--- src/rtl/tt_wb_regs_pkg.sv ---
// Shared register offsets, reset values and byte-lane helper for the TT Wishbone register bank.
package tt_wb_regs_pkg;

  localparam logic [7:0] OFS_ID         = 8'h00;
  localparam logic [7:0] OFS_IRQ_STATUS = 8'h04;
  localparam logic [7:0] OFS_IRQ_ENABLE = 8'h08;
  localparam logic [7:0] OFS_IRQ_RAW    = 8'h0C;
  localparam logic [7:0] OFS_CTRL0      = 8'h10;

  localparam logic [31:0] RST_DATA = 32'h0000_0000;
  localparam logic [31:0] RST_CTRL = 32'h0000_0000;

  // Replace only the byte lanes whose select bit is set.
  function automatic logic [31:0] byte_merge(input logic [31:0] oldVal,
                                             input logic [31:0] newVal,
                                             input logic [3:0]  sel);
    logic [31:0] merged;
    merged = oldVal;
    for (int b = 0; b < 4; b++) begin
      if (sel[b]) merged[8*b +: 8] = newVal[8*b +: 8];
    end
    return merged;
  endfunction

endpackage

--- src/rtl/tt_wb_regs_irq_line.sv ---
// One interrupt line: edge/level set detection plus a sticky status bit.
module tt_irq_line (
  input  logic clk,
  input  logic rst_n,
  input  logic i_src,
  input  logic i_mode,
  input  logic i_clr,
  output logic o_status
);

  logic r_srcQ;
  logic r_status;
  logic w_set;

  // Edge mode fires on a rising source, level mode whenever the source is high.
  assign w_set = i_mode ? (i_src & ~r_srcQ) : i_src;

  // Track source history and hold status; a set in the same cycle as a clear wins.
  always_ff @(posedge clk or negedge rst_n) begin
    if (!rst_n) begin
      r_srcQ   <= 1'b0;
      r_status <= 1'b0;
    end else begin
      r_srcQ   <= i_src;
      r_status <= w_set | (r_status & ~i_clr);
    end
  end

  assign o_status = r_status;

endmodule

--- src/rtl/tt_wb_regs.sv ---
// Wishbone classic slave: ID word, control words for tt_top and a small interrupt block.
module tt_wb_regs
  import tt_wb_regs_pkg::*;
#(
  parameter logic [31:0]      BASE_ADDR = 32'h3000_0000,
  parameter int               N_CTRL    = 4,
  parameter int               N_IRQ     = 3,
  parameter logic [N_IRQ-1:0] IRQ_EDGE  = 3'b001,
  parameter logic [31:0]      ID_VALUE  = 32'h5454_0001
) (
  input  logic                  clk,
  input  logic                  rst_n,
  input  logic                  wbs_stb_i,
  input  logic                  wbs_cyc_i,
  input  logic                  wbs_we_i,
  input  logic [3:0]            wbs_sel_i,
  input  logic [31:0]           wbs_dat_i,
  input  logic [31:0]           wbs_adr_i,
  output logic                  wbs_ack_o,
  output logic [31:0]           wbs_dat_o,
  input  logic [N_IRQ-1:0]      irq_src_i,
  output logic [32*N_CTRL-1:0]  ctrl_o,
  output logic [N_IRQ-1:0]      user_irq
);

  localparam int CTRL0_WORD = int'(OFS_CTRL0[7:2]);

  logic              r_ack;
  logic [31:0]       r_dat;
  logic [N_IRQ-1:0]  r_enable;
  logic [N_IRQ-1:0]  r_irq;
  logic [31:0]       r_ctrl [N_CTRL];

  logic              w_hit;
  logic              w_req;
  logic              w_wr;
  logic [5:0]        w_wordIdx;
  logic [31:0]       w_clrMask;
  logic [31:0]       w_enableNew;
  logic [N_IRQ-1:0]  w_clr;
  logic [N_IRQ-1:0]  w_status;
  logic [31:0]       w_rdata;
  logic              w_unused;

  // A new request is only accepted while no ack is outstanding, giving 1,0,1,0 under a held strobe.
  assign w_hit       = (wbs_adr_i[31:8] == BASE_ADDR[31:8]);
  assign w_req       = wbs_stb_i & wbs_cyc_i & w_hit & ~r_ack;
  assign w_wr        = w_req & wbs_we_i;
  assign w_wordIdx   = wbs_adr_i[7:2];
  assign w_clrMask   = byte_merge(32'h0, wbs_dat_i, wbs_sel_i);
  assign w_enableNew = byte_merge(32'(r_enable), wbs_dat_i, wbs_sel_i);
  assign w_clr       = (w_wr && (w_wordIdx == OFS_IRQ_STATUS[7:2])) ? w_clrMask[N_IRQ-1:0] : '0;
  assign w_unused    = &{1'b0, wbs_adr_i[1:0], w_enableNew, w_clrMask};

  genvar g;
  generate
    for (g = 0; g < N_IRQ; g++) begin : g_irq
      tt_irq_line u_line (
        .clk      (clk),
        .rst_n    (rst_n),
        .i_src    (irq_src_i[g]),
        .i_mode   (IRQ_EDGE[g]),
        .i_clr    (w_clr[g]),
        .o_status (w_status[g])
      );
    end
    for (g = 0; g < N_CTRL; g++) begin : g_ctrl
      assign ctrl_o[32*g +: 32] = r_ctrl[g];
    end
  endgenerate

  // Read multiplexer; unmapped offsets return zero.
  always_comb begin
    w_rdata = RST_DATA;
    if (w_wordIdx == OFS_ID[7:2])              w_rdata = ID_VALUE;
    else if (w_wordIdx == OFS_IRQ_STATUS[7:2]) w_rdata = 32'(w_status);
    else if (w_wordIdx == OFS_IRQ_ENABLE[7:2]) w_rdata = 32'(r_enable);
    else if (w_wordIdx == OFS_IRQ_RAW[7:2])    w_rdata = 32'(irq_src_i);
    for (int i = 0; i < N_CTRL; i++) begin
      if (w_wordIdx == 6'(CTRL0_WORD + i)) w_rdata = r_ctrl[i];
    end
  end

  // Bus handshake: ack and read data are registered and present for exactly one cycle.
  always_ff @(posedge clk or negedge rst_n) begin
    if (!rst_n) begin
      r_ack <= 1'b0;
      r_dat <= RST_DATA;
    end else begin
      r_ack <= w_req;
      r_dat <= w_req ? w_rdata : RST_DATA;
    end
  end

  // Interrupt enable register and the registered interrupt outputs.
  always_ff @(posedge clk or negedge rst_n) begin
    if (!rst_n) begin
      r_enable <= '0;
      r_irq    <= '0;
    end else begin
      if (w_wr && (w_wordIdx == OFS_IRQ_ENABLE[7:2])) r_enable <= w_enableNew[N_IRQ-1:0];
      r_irq <= w_status & r_enable;
    end
  end

  // Control words, written with byte-lane gating on the edge that raises ack.
  always_ff @(posedge clk or negedge rst_n) begin
    if (!rst_n) begin
      for (int i = 0; i < N_CTRL; i++) r_ctrl[i] <= RST_CTRL;
    end else begin
      for (int i = 0; i < N_CTRL; i++) begin
        if (w_wr && (w_wordIdx == 6'(CTRL0_WORD + i)))
          r_ctrl[i] <= byte_merge(r_ctrl[i], wbs_dat_i, wbs_sel_i);
      end
    end
  end

  assign wbs_ack_o = r_ack;
  assign wbs_dat_o = r_dat;
  assign user_irq  = r_irq;

endmodule

--- config.mk ---
export PLATFORM = sky130hd
export DESIGN_NAME = tt_wb_regs
export DESIGN_NICKNAME = d
export VERILOG_FILES = /design/src/rtl/tt_wb_regs_pkg.sv /design/src/rtl/tt_wb_regs_irq_line.sv /design/src/rtl/tt_wb_regs.sv
export SDC_FILE = /design/constraint.sdc
export NUM_CORES = 1
export LEC_CHECK = 0
export ABC_CLOCK_PERIOD_IN_PS = 5100
export CORE_MARGIN = 2
export CORE_UTILIZATION = 40
export DETAILED_ROUTE_END_ITERATION = 12
export PLACE_DENSITY = 0.71
export SYNTH_ARGS = -nofsm -noshare
export SYNTH_HDL_FRONTEND = slang
export SYNTH_SLANG_ARGS = --single-unit
--- constraint.sdc ---
create_clock -name clk -period 5.1 [get_ports clk]
set_clock_uncertainty 0.15 [all_clocks]
set_input_delay 1.02 -clock clk [delete_from_list [all_inputs] [get_ports clk]]
set_output_delay 1.02 -clock clk [all_outputs]
set_load 0.05 [all_outputs]
### Word level (Yosys, flattened, before mapping)

Index checks and enable logic that the tools add are counted.

* equal/unequal tests: 8
* muxes and demuxes: 11
* bitwise logic cells: 17
* reduce and logical (&&, ||, !) cells: 24

Operator list (count)
* 32-bit two-way mux: 5
* 2-bit AND reduction: 17
* 31-bit two-way mux: 1
* 24-bit by 22-bit equality test with 1-bit output, second input constant: 1
* 6-bit by 3-bit equality test with 1-bit output, second input constant: 4
* 3-bit two-way mux: 5
* 6-bit by 2-bit equality test with 1-bit output, second input constant: 2
* 1-bit bitwise AND: 8
* 6-bit by 1-bit equality test with 1-bit output, second input constant: 1
* 1-bit logical AND: 6
* 6-bit logical NOT: 1
* 1-bit NOT: 5
* 3-bit bitwise AND: 1
* 1-bit OR: 3

* bits in registers: 171
* input bits: 76
* output and inout bits: 164
* word-level logic and storage cells: 84

### Depth between registers and ports, before layout

Gate-level depths: netlist of the first run.

* depth in word-level cells: 10
* mapped depth: 7
* mapped depth without buffers: 4

### Modules after synthesis

From an unflattened synthesis of the first run, not the netlist that was laid out.

* cell total of the unflattened synthesis: 555
* area, all modules: 7634.8 sq um

By module, submodules not included
* tt_wb_regs: times used 1, cells an instance 540, area each 7435.9 sq um, seq. area each 4179.0 sq um
* tt_irq_line: times used 3, cells an instance 5, area each 66.3 sq um, seq. area each 50.0 sq um

### Worst setup path after synthesis of the first run

No wires, ideal clock.

* kind: input to register
* from: in wbs_adr_i[20]
* to: reg r_ctrl (netlist bit ctrl_o[24])
* setup time: 0.125 ns
* arrival: 2.625 ns
* data required time: 4.825 ns
* slack: 2.200 ns
* stages on the path: 5
* buffers on the path: 1
* path through: nor4_1 -> nand4_1 -> buf_4 -> nor4_4 -> mux2_2

* cells in the longest elaborated chain, start to end: 6

RTL lines
* start: declaration: line tt_wb_regs.sv:18 `input logic [31:0] wbs_adr_i,`
* 24-bit by 22-bit equality test with 1-bit output: line tt_wb_regs.sv:46 `assign w_hit = (wbs_adr_i[31:8] == BASE_ADDR[31:8]);`
* 1-bit bitwise AND (2 in series): line tt_wb_regs.sv:47 `assign w_req = wbs_stb_i & wbs_cyc_i & w_hit & ~r_ack;`
* 1-bit bitwise AND: line tt_wb_regs.sv:48 `assign w_wr = w_req & wbs_we_i;`
* 1-bit logical AND: line tt_wb_regs.sv:112 `if (w_wr && (w_wordIdx == 6'(CTRL0_WORD + i)))`
* 2-bit AND reduction (no source line)
* end signal: indexed assignment: line tt_wb_regs.sv:113 `r_ctrl[i] <= byte_merge(r_ctrl[i], wbs_dat_i, wbs_sel_i);`
* end: declaration: line tt_wb_regs.sv:32 `logic [31:0] r_ctrl [N_CTRL];`

Every way passes these cells.
A chain may end at the register's enable or synchronous reset.

### Worst setup path in the final report of the first run

* from: in wbs_adr_i[4]
* to: reg r_ctrl (netlist bit ctrl_o[86])

* cells in the longest elaborated chain, start to end: 3

RTL lines (line)
* 6-bit by 3-bit equality test with 1-bit output: tt_wb_regs.sv:112
* 1-bit logical AND: tt_wb_regs.sv:112
* 2-bit AND reduction (no source line)

Every way passes these cells.

==> run_results.csv, run 1 <==
group,metric,value,unit
detailed_routing,drtIter0Drc,268,
clock_network,cts.repair.resized,0,
detailed_routing,highest_layer,"met5",
grt,grt_util_all_layers,0.2322,
detailed_routing,drc,0,
synthesis,ys_warn_count,0,
grt,grt_start_max_net_pins,97,
placed_design,place_congestion,0.8155,
power,pwr-share-seq,0.482,
synthesis,async_flop_share,1.000,
critical_path,ff2ff_path_depth,5,
synthesis,yosysSeqAreaShare,0.5661,
synthesis,synth.avg_cell_area,13.28,sq um
detailed_routing,wl_met1,9731,um
power,powerDensity,261.2,nW/um^2
grt,grt_pass1_wl,35510,um
sta,setup-tns-final,0,ps
cells_and_area,n_antenna_cell,0,
min_path,min_to,"g_irq[0].u_line.o_status",
detailed_routing,routed_wl,22630,um
detailed_routing,vias_per_cell,5.472,
critical_path,arrival,3870,ps
detailed_routing,ant_nets,0,
grt,overflow,0,
detailed_routing,firstDrtPassIters,4,
floorplan,die_h,141.5,um
synthesis,ys_types,38,
sta,tightest_slew,927.1,ps
sta,rsz0062_at_grt,"false",
floorplan,core.rowCount,50,
power,internal-power,0.002176,W
critical_path,worstReg2RegEnd,"ctrl_o[119]",
power,cellLeakagePower,4.904,nW
detailed_routing,vias,5751,
clock_network,cts_setup_buffers,0,
clock_network,cts.hold.buffers_added,0,
sta,maxSlewViolCount,0,
clock_network,cts_sinks,171,
cells_and_area,nets,881,
grt,antenna_found_initial,1,
critical_path,regToRegStartpoint,"wbs_ack_o",
sta,whs,272.7,ps
synthesis,netlist_instances,569,
power,p_sw_frac,0.2265,
min_path,hold_class,"flip-flop to flip-flop",
grt,grt_pass1_vias,6113,
min_path,holdPathStages,1,
cells_and_area,fin_cells,1051,
critical_path,required,5240,ps
clock_network,clk-insertion-delay-late,420,ps
power,peakVddDrop,234.8,uV
min_path,min_from,"g_irq[0].u_line.r_srcQ",
clock_network,cts_buffer_depth,2,
placed_design,hpwl,15380,um
floorplan,core-area,18640,sq um
sta,max-slew-margin-rel,0.3785,
synthesis,ys.flop_type,"dfrtp_1",
critical_path,crit_path_max_fanout,21,
synthesis,synth_nets,645,
cells_and_area,drive_above_1_share,0.2693,
placed_design,dp_cells,1020,
critical_path,rrSetupSlack,2690,ps
sta,setup_viol,0,
synthesis,yosys_register_bits,171,
sta,fin_crit_sh,0.7297,
power,p_comb_frac,0.058,
power,p_clk_frac,0.459,
clock_network,clkTransAtPathRegs,60,ps
floorplan,die-area,20010,sq um
critical_path,cp-start-kind,"input pin",
run_status,status,"completed",
power,p_switching,0.0006372,W
cells_and_area,syn2layout_area_growth,42.51,%
clock_network,htreeDepth,4,
detailed_routing,dr_wl_met2,10810,um
clock_network,root_buffer,"clkbuf_16",
synthesis,syn_area,7558,sq um
sta,fmax,268.7,MHz
detailed_routing,wl_met3,1712,um
floorplan,ios,240,
floorplan,die_w,141.5,um
flow_run,drv_cap,0,
critical_path,end_kind,"flip-flop",
placed_design,portBuffers,237,
power,power.total,0.002814,W
floorplan,start_util,0.4054,
critical_path,critical_path_class,"input pin to flip-flop",
clock_network,cts_tree,"built",
sta,hold_viol,0,
clock_network,cts_buffers,17,
sta,fin_crit,3721,ps
synthesis,synth_edf_count,0,
detailed_routing,wl_per_cell,21.53,um
## through the flow
| step | area [sq um] | setup slack (ps) | utilization |
|---|---|---|---|
| 2_1_floorplan | 7559 | 2200 | - |
| 3_3_place_gp | 10180 | 1057 | 0.5460 |
| 3_5_place_dp | 10180 | 973.1 | 0.5460 |
| 4_1_cts | 10770 | 1427 | 0.5778 |
| 5_1_grt | 10770 | 1265 | 0.5778 |
| 6_report | 10770 | 1379 | 0.5778 |
## cells in the mapped netlist (3+ instances only)
master | count | area, sq um
a21oi_1 | 18 | 90.09
and2_1 | 3 | 18.77
buf_1 | 8 | 30.03
clkbuf_1 | 18 | 67.56
dfrtp_1 | 171 | 4279
inv_1 | 6 | 22.52
mux2_1 | 3 | 33.78
mux2_2 | 151 | 1700
mux2i_1 | 3 | 30.03
nand2_1 | 20 | 75.07
nand2b_1 | 4 | 25.02
nand3_1 | 7 | 35.03
nand4_1 | 6 | 37.54
nor2_1 | 40 | 150.1
nor2b_1 | 9 | 56.30
nor3_1 | 25 | 125.1
nor3_2 | 4 | 40.04
nor4_1 | 5 | 31.28
nor4_4 | 12 | 255.2
o21ai_0 | 3 | 15.01
o221ai_1 | 6 | 52.55
o22ai_1 | 23 | 143.9
o41ai_1 | 3 | 26.28
## worst max-delay path by stage
stage	from	cells after the start	slack [ps]	end
after floorplan	wbs_adr_i[20]	5	2200	ctrl_o[24]
after global placement	wbs_adr_i[4]	5	1060	ctrl_o[81]
after detailed placement	wbs_adr_i[7]	6	970	ctrl_o[119]
after CTS	wbs_adr_i[4]	5	1430	ctrl_o[86]
after global routing	wbs_adr_i[4]	5	1260	ctrl_o[86]
final	wbs_adr_i[4]	5	1380	ctrl_o[86]
## layout make-up
class / count / area (sq um)
fillers: 1478 / 7871
well taps: 234 / 292.8
repair buffers: 247 / 2451
clock buffers: 19 / 452.9
clock inverters: 12 / 138.9
multi-input cells: 362 / 3134
inverters: 6 / 22.52
flip-flops and latches: 171 / 4279
## logic make-up (layout without fill, tap and decap cells)
| kind of cell | after synthesis | in the layout | share of synthesized area |
|---|---|---|---|
| AOI/OAI and AO/OA | 56 | 56 | 0.04652 |
| buffers and inverters | 36 | 284 | 0.01920 |
| DFF | 171 | 171 | 0.5661 |
| muxes | 159 | 159 | 0.2394 |
| and+or+nand+nor | 147 | 147 | 0.1288 |
## flip-flops by register name (all words and copies together) (netlist names)
register,cells
ctrl_o,128
g_irq.u_line.o_status,3
g_irq.u_line.r_srcQ,1
r_enable,3
user_irq,3
wbs_ack_o,1
wbs_dat_o,32
## power groups by stage
stage	clock [W]	combinational (W)	sequential, W
final	0.00129	0.000165	0.00136
after global routing	0.00137	0.000180	0.00136
after CTS	0.00132	0.000166	0.00136
after detailed placement	0	0.000165	0.00138
after global placement	0	0.000161	0.00138
after floorplan	0	0.0000494	0.00138
## critical path: stages
cell             delay [ps]
clkdlybuf4s50_1        1010
nor2b_1                 490
nand4_1                 180
nor3_2                  730
mux2_2                  420
## per-layer routing
metal	track usage	up-vias
met3	0.06817	30
met5	0	-
met1	0.3034	2931
met4	0.07842	2
li1	-	2552
met2	0.3725	236
## placed cells by master (no fill, tap or decap), types with 2 or more instances in the layout
| cell | instances |
|---|---|
| o22ai_1 | 23 |
| mux4_2 | 2 |
| inv_6 | 3 |
| dfrtp_1 | 171 |
| clkbuf_16 | 17 |
| nor3_2 | 4 |
| mux2i_1 | 3 |
| a21oi_1 | 18 |
| clkdlybuf4s50_1 | 234 |
| nand2b_1 | 4 |
| nand2_1 | 20 |
| o221ai_1 | 6 |
| nor2b_1 | 9 |
| buf_4 | 9 |
| and2_1 | 3 |
| clkinv_4 | 2 |
| buf_2 | 2 |
| o21ai_0 | 3 |
| nor3_1 | 25 |
| nor4_1 | 5 |
| clkbuf_8 | 2 |
| or3_1 | 2 |
| mux2_1 | 3 |
| nor2_1 | 40 |
| nand4_1 | 6 |
| o41ai_1 | 3 |
| bufinv_16 | 2 |
| nand3_1 | 7 |
| clkinvlp_4 | 4 |
| a211oi_1 | 2 |
| inv_1 | 6 |
| mux2_2 | 151 |
| nor4_4 | 12 |
| or2_2 | 2 |
Note: power is estimated with default switching activity, not from simulation.
==> run 2, diff against run 1 <==
- ABC_CLOCK_PERIOD_IN_PS: 5100 -> 3400
- PLACE_DENSITY: 0.71 -> 0.73
- clock period: 5.1 -> 3.4 ns (I/O delays scaled with it)
==> run_results.csv, run 2 (synthesis results as in run 1) <==
group,metric,value,unit
critical_path,arrival,2750,ps
grt,grt_pass1_wl,35520,um
clock_network,htreeDepth,4,
detailed_routing,routed_wl,22600,um
min_path,hold_class,"input pin to asynchronous set/reset pin",
cells_and_area,nFillCells,1489,
critical_path,regToRegStartpoint,"wbs_ack_o",
run_status,status,"completed",
clock_network,clkTransAtPathRegs,70,ps
detailed_routing,drc,0,
flow_run,drv_cap,0,
power,powerDensity,387.4,nW/um^2
sta,maxSlewViolCount,0,
detailed_routing,vias_per_cell,5.425,
cells_and_area,drive_above_1_share,0.2918,
critical_path,rrSetupSlack,1350,ps
floorplan,die-area,20010,sq um
cells_and_area,fin_util,0.5889,
critical_path,critPathLaunch,"wbs_adr_i[11]",
sta,setup_viol,0,
floorplan,die_h,141.5,um
floorplan,core.rowCount,50,
critical_path,ff2ff_path_depth,6,
critical_path,worstReg2RegEnd,"ctrl_o[113]",
clock_network,cts_setup_buffers,0,
placed_design,portBuffers,237,
detailed_routing,firstDrtPassIters,4,
power,cellLeakagePower,5.053,nW
sta,tightest_slew,682.7,ps
floorplan,ios,240,
placed_design,hpwl,15870,um
critical_path,end_kind,"flip-flop",
critical_path,cp-start-kind,"input pin",
cells_and_area,largest_reg_flops,128,
clock_network,cts_sinks,171,
sta,setup-tns-final,0,ps
critical_path,required,3550,ps
grt,overflow,0,
clock_network,root_buffer,"clkbuf_16",
critical_path,cp_slowest_cell,"clkdlybuf4s50_1",
clock_network,cts.repair.resized,0,
placed_design,place_congestion,0.8377,
grt,grt_start_max_net_pins,74,
sta,fin_crit,2595,ps
sta,fmax,385.3,MHz
clock_network,cts.hold.buffers_added,0,
grt,antenna_found_initial,2,
sta,max-slew-margin-rel,0.5449,
grt,grt_util_all_layers,0.2303,
critical_path,critical_path_class,"input pin to flip-flop",
sta,rsz0062_at_grt,"false",
floorplan,core-area,18640,sq um
clock_network,cts_buffer_depth,2,
detailed_routing,ant_nets,0,
detailed_routing,drtIter0Drc,265,
clock_network,clk-insertion-delay-late,410,ps
clock_network,cts_buffers,17,
critical_path,cp-endpoint,"ctrl_o[3]",
critical_path,crit_path_max_fanout,22,
clock_network,cts_tree,"built",
critical_path,cp_common_cell,"buf_4",
detailed_routing,wl_per_cell,20.96,um
power,peakVddDrop,316.9,uV
sta,hold_viol,0,
critical_path,cpPeakStageDelay,410,ps
floorplan,die_w,141.5,um
detailed_routing,vias,5848,
critical_path,worstPathCellList,"clkdlybuf4s50_1 > nor4_1 > nand4_1 > buf_4 > nor4_4 > buf_4 > mux2_2",
cells_and_area,layout_commonest_cell,"clkdlybuf4s50_1",
cells_and_area,regArea,4279,sq um
cells_and_area,nets,907,
grt,grt_pass1_vias,6361,
floorplan,start_util,0.4054,
sta,fin_crit_sh,0.7633,
cells_and_area,final_cell_mix,"clkdlybuf4s50_1, dfrtp_1, mux2_2",
cells_and_area,multi_input_area,3134,sq um
cells_and_area,syn2layout_area_growth,45.26,%
-- run 2: critical path: cells and delay by family --
family	cells	cell delay, ps
muxes	1	350
and+or+nand+nor	3	760
buffers and inverters	3	940
-- run 2: power breakdown --
| group | switching (W) | internal [W] |
|---|---|---|
| Combinational | 0.000143 | 0.000110 |
| Sequential | 0.000000197 | 0.00203 |
| Clock | 0.000814 | 0.00115 |
-- run 2: per-layer routing --
layer | GRT usage | up-vias | share of wire
met2 | 0.3868 | 217 | 0.50
met3 | 0.07357 | 26 | 0.074
li1 | - | 2602 | -
met1 | 0.2830 | 3001 | 0.41
met4 | 0.07579 | 2 | 0.014
met5 | 0 | - | 0.00058
-- run 2: how the worst min path moves through the flow --
| stage | endpoint | slack, ps |
|---|---|---|
| global placement | g_irq[0].u_line.o_status | 270 |
| floorplan | ctrl_o[0] | 230 |
| finish | ctrl_o[12] | 120 |
| detailed placement | g_irq[0].u_line.o_status | 290 |
| CTS | ctrl_o[45] | 140 |
| global route | ctrl_o[77] | 170 |
-- run 2: stage by stage --
step / setup slack, ps / hold WS [ps] / cells / area [sq um] / power [W]
2_1_floorplan: 839.9 / 234.4 / 569 / 7559 / 0.002148
3_3_place_gp: 378.4 / 265.6 / 1046 / 10380 / 0.002318
3_5_place_dp: 351.2 / 288.6 / 1046 / 10380 / 0.002326
4_1_cts: 799.5 / 135.4 / 1077 / 10980 / 0.004287
5_1_grt: 661.1 / 172.0 / 1078 / 10980 / 0.004408
6_report: 804.8 / 123.9 / 1078 / 10980 / 0.004253
-- run 2: area by class of cell --
type / count / share of cell area
tap: 234 / 0.02667
multi-input combinational: 362 / 0.2855
clock buffer: 20 / 0.04251
timing repair buffer: 273 / 0.2410
sequential: 171 / 0.3897
inverter: 6 / 0.002051
antenna: 1 / 0.0002279
clock inverter: 11 / 0.01231
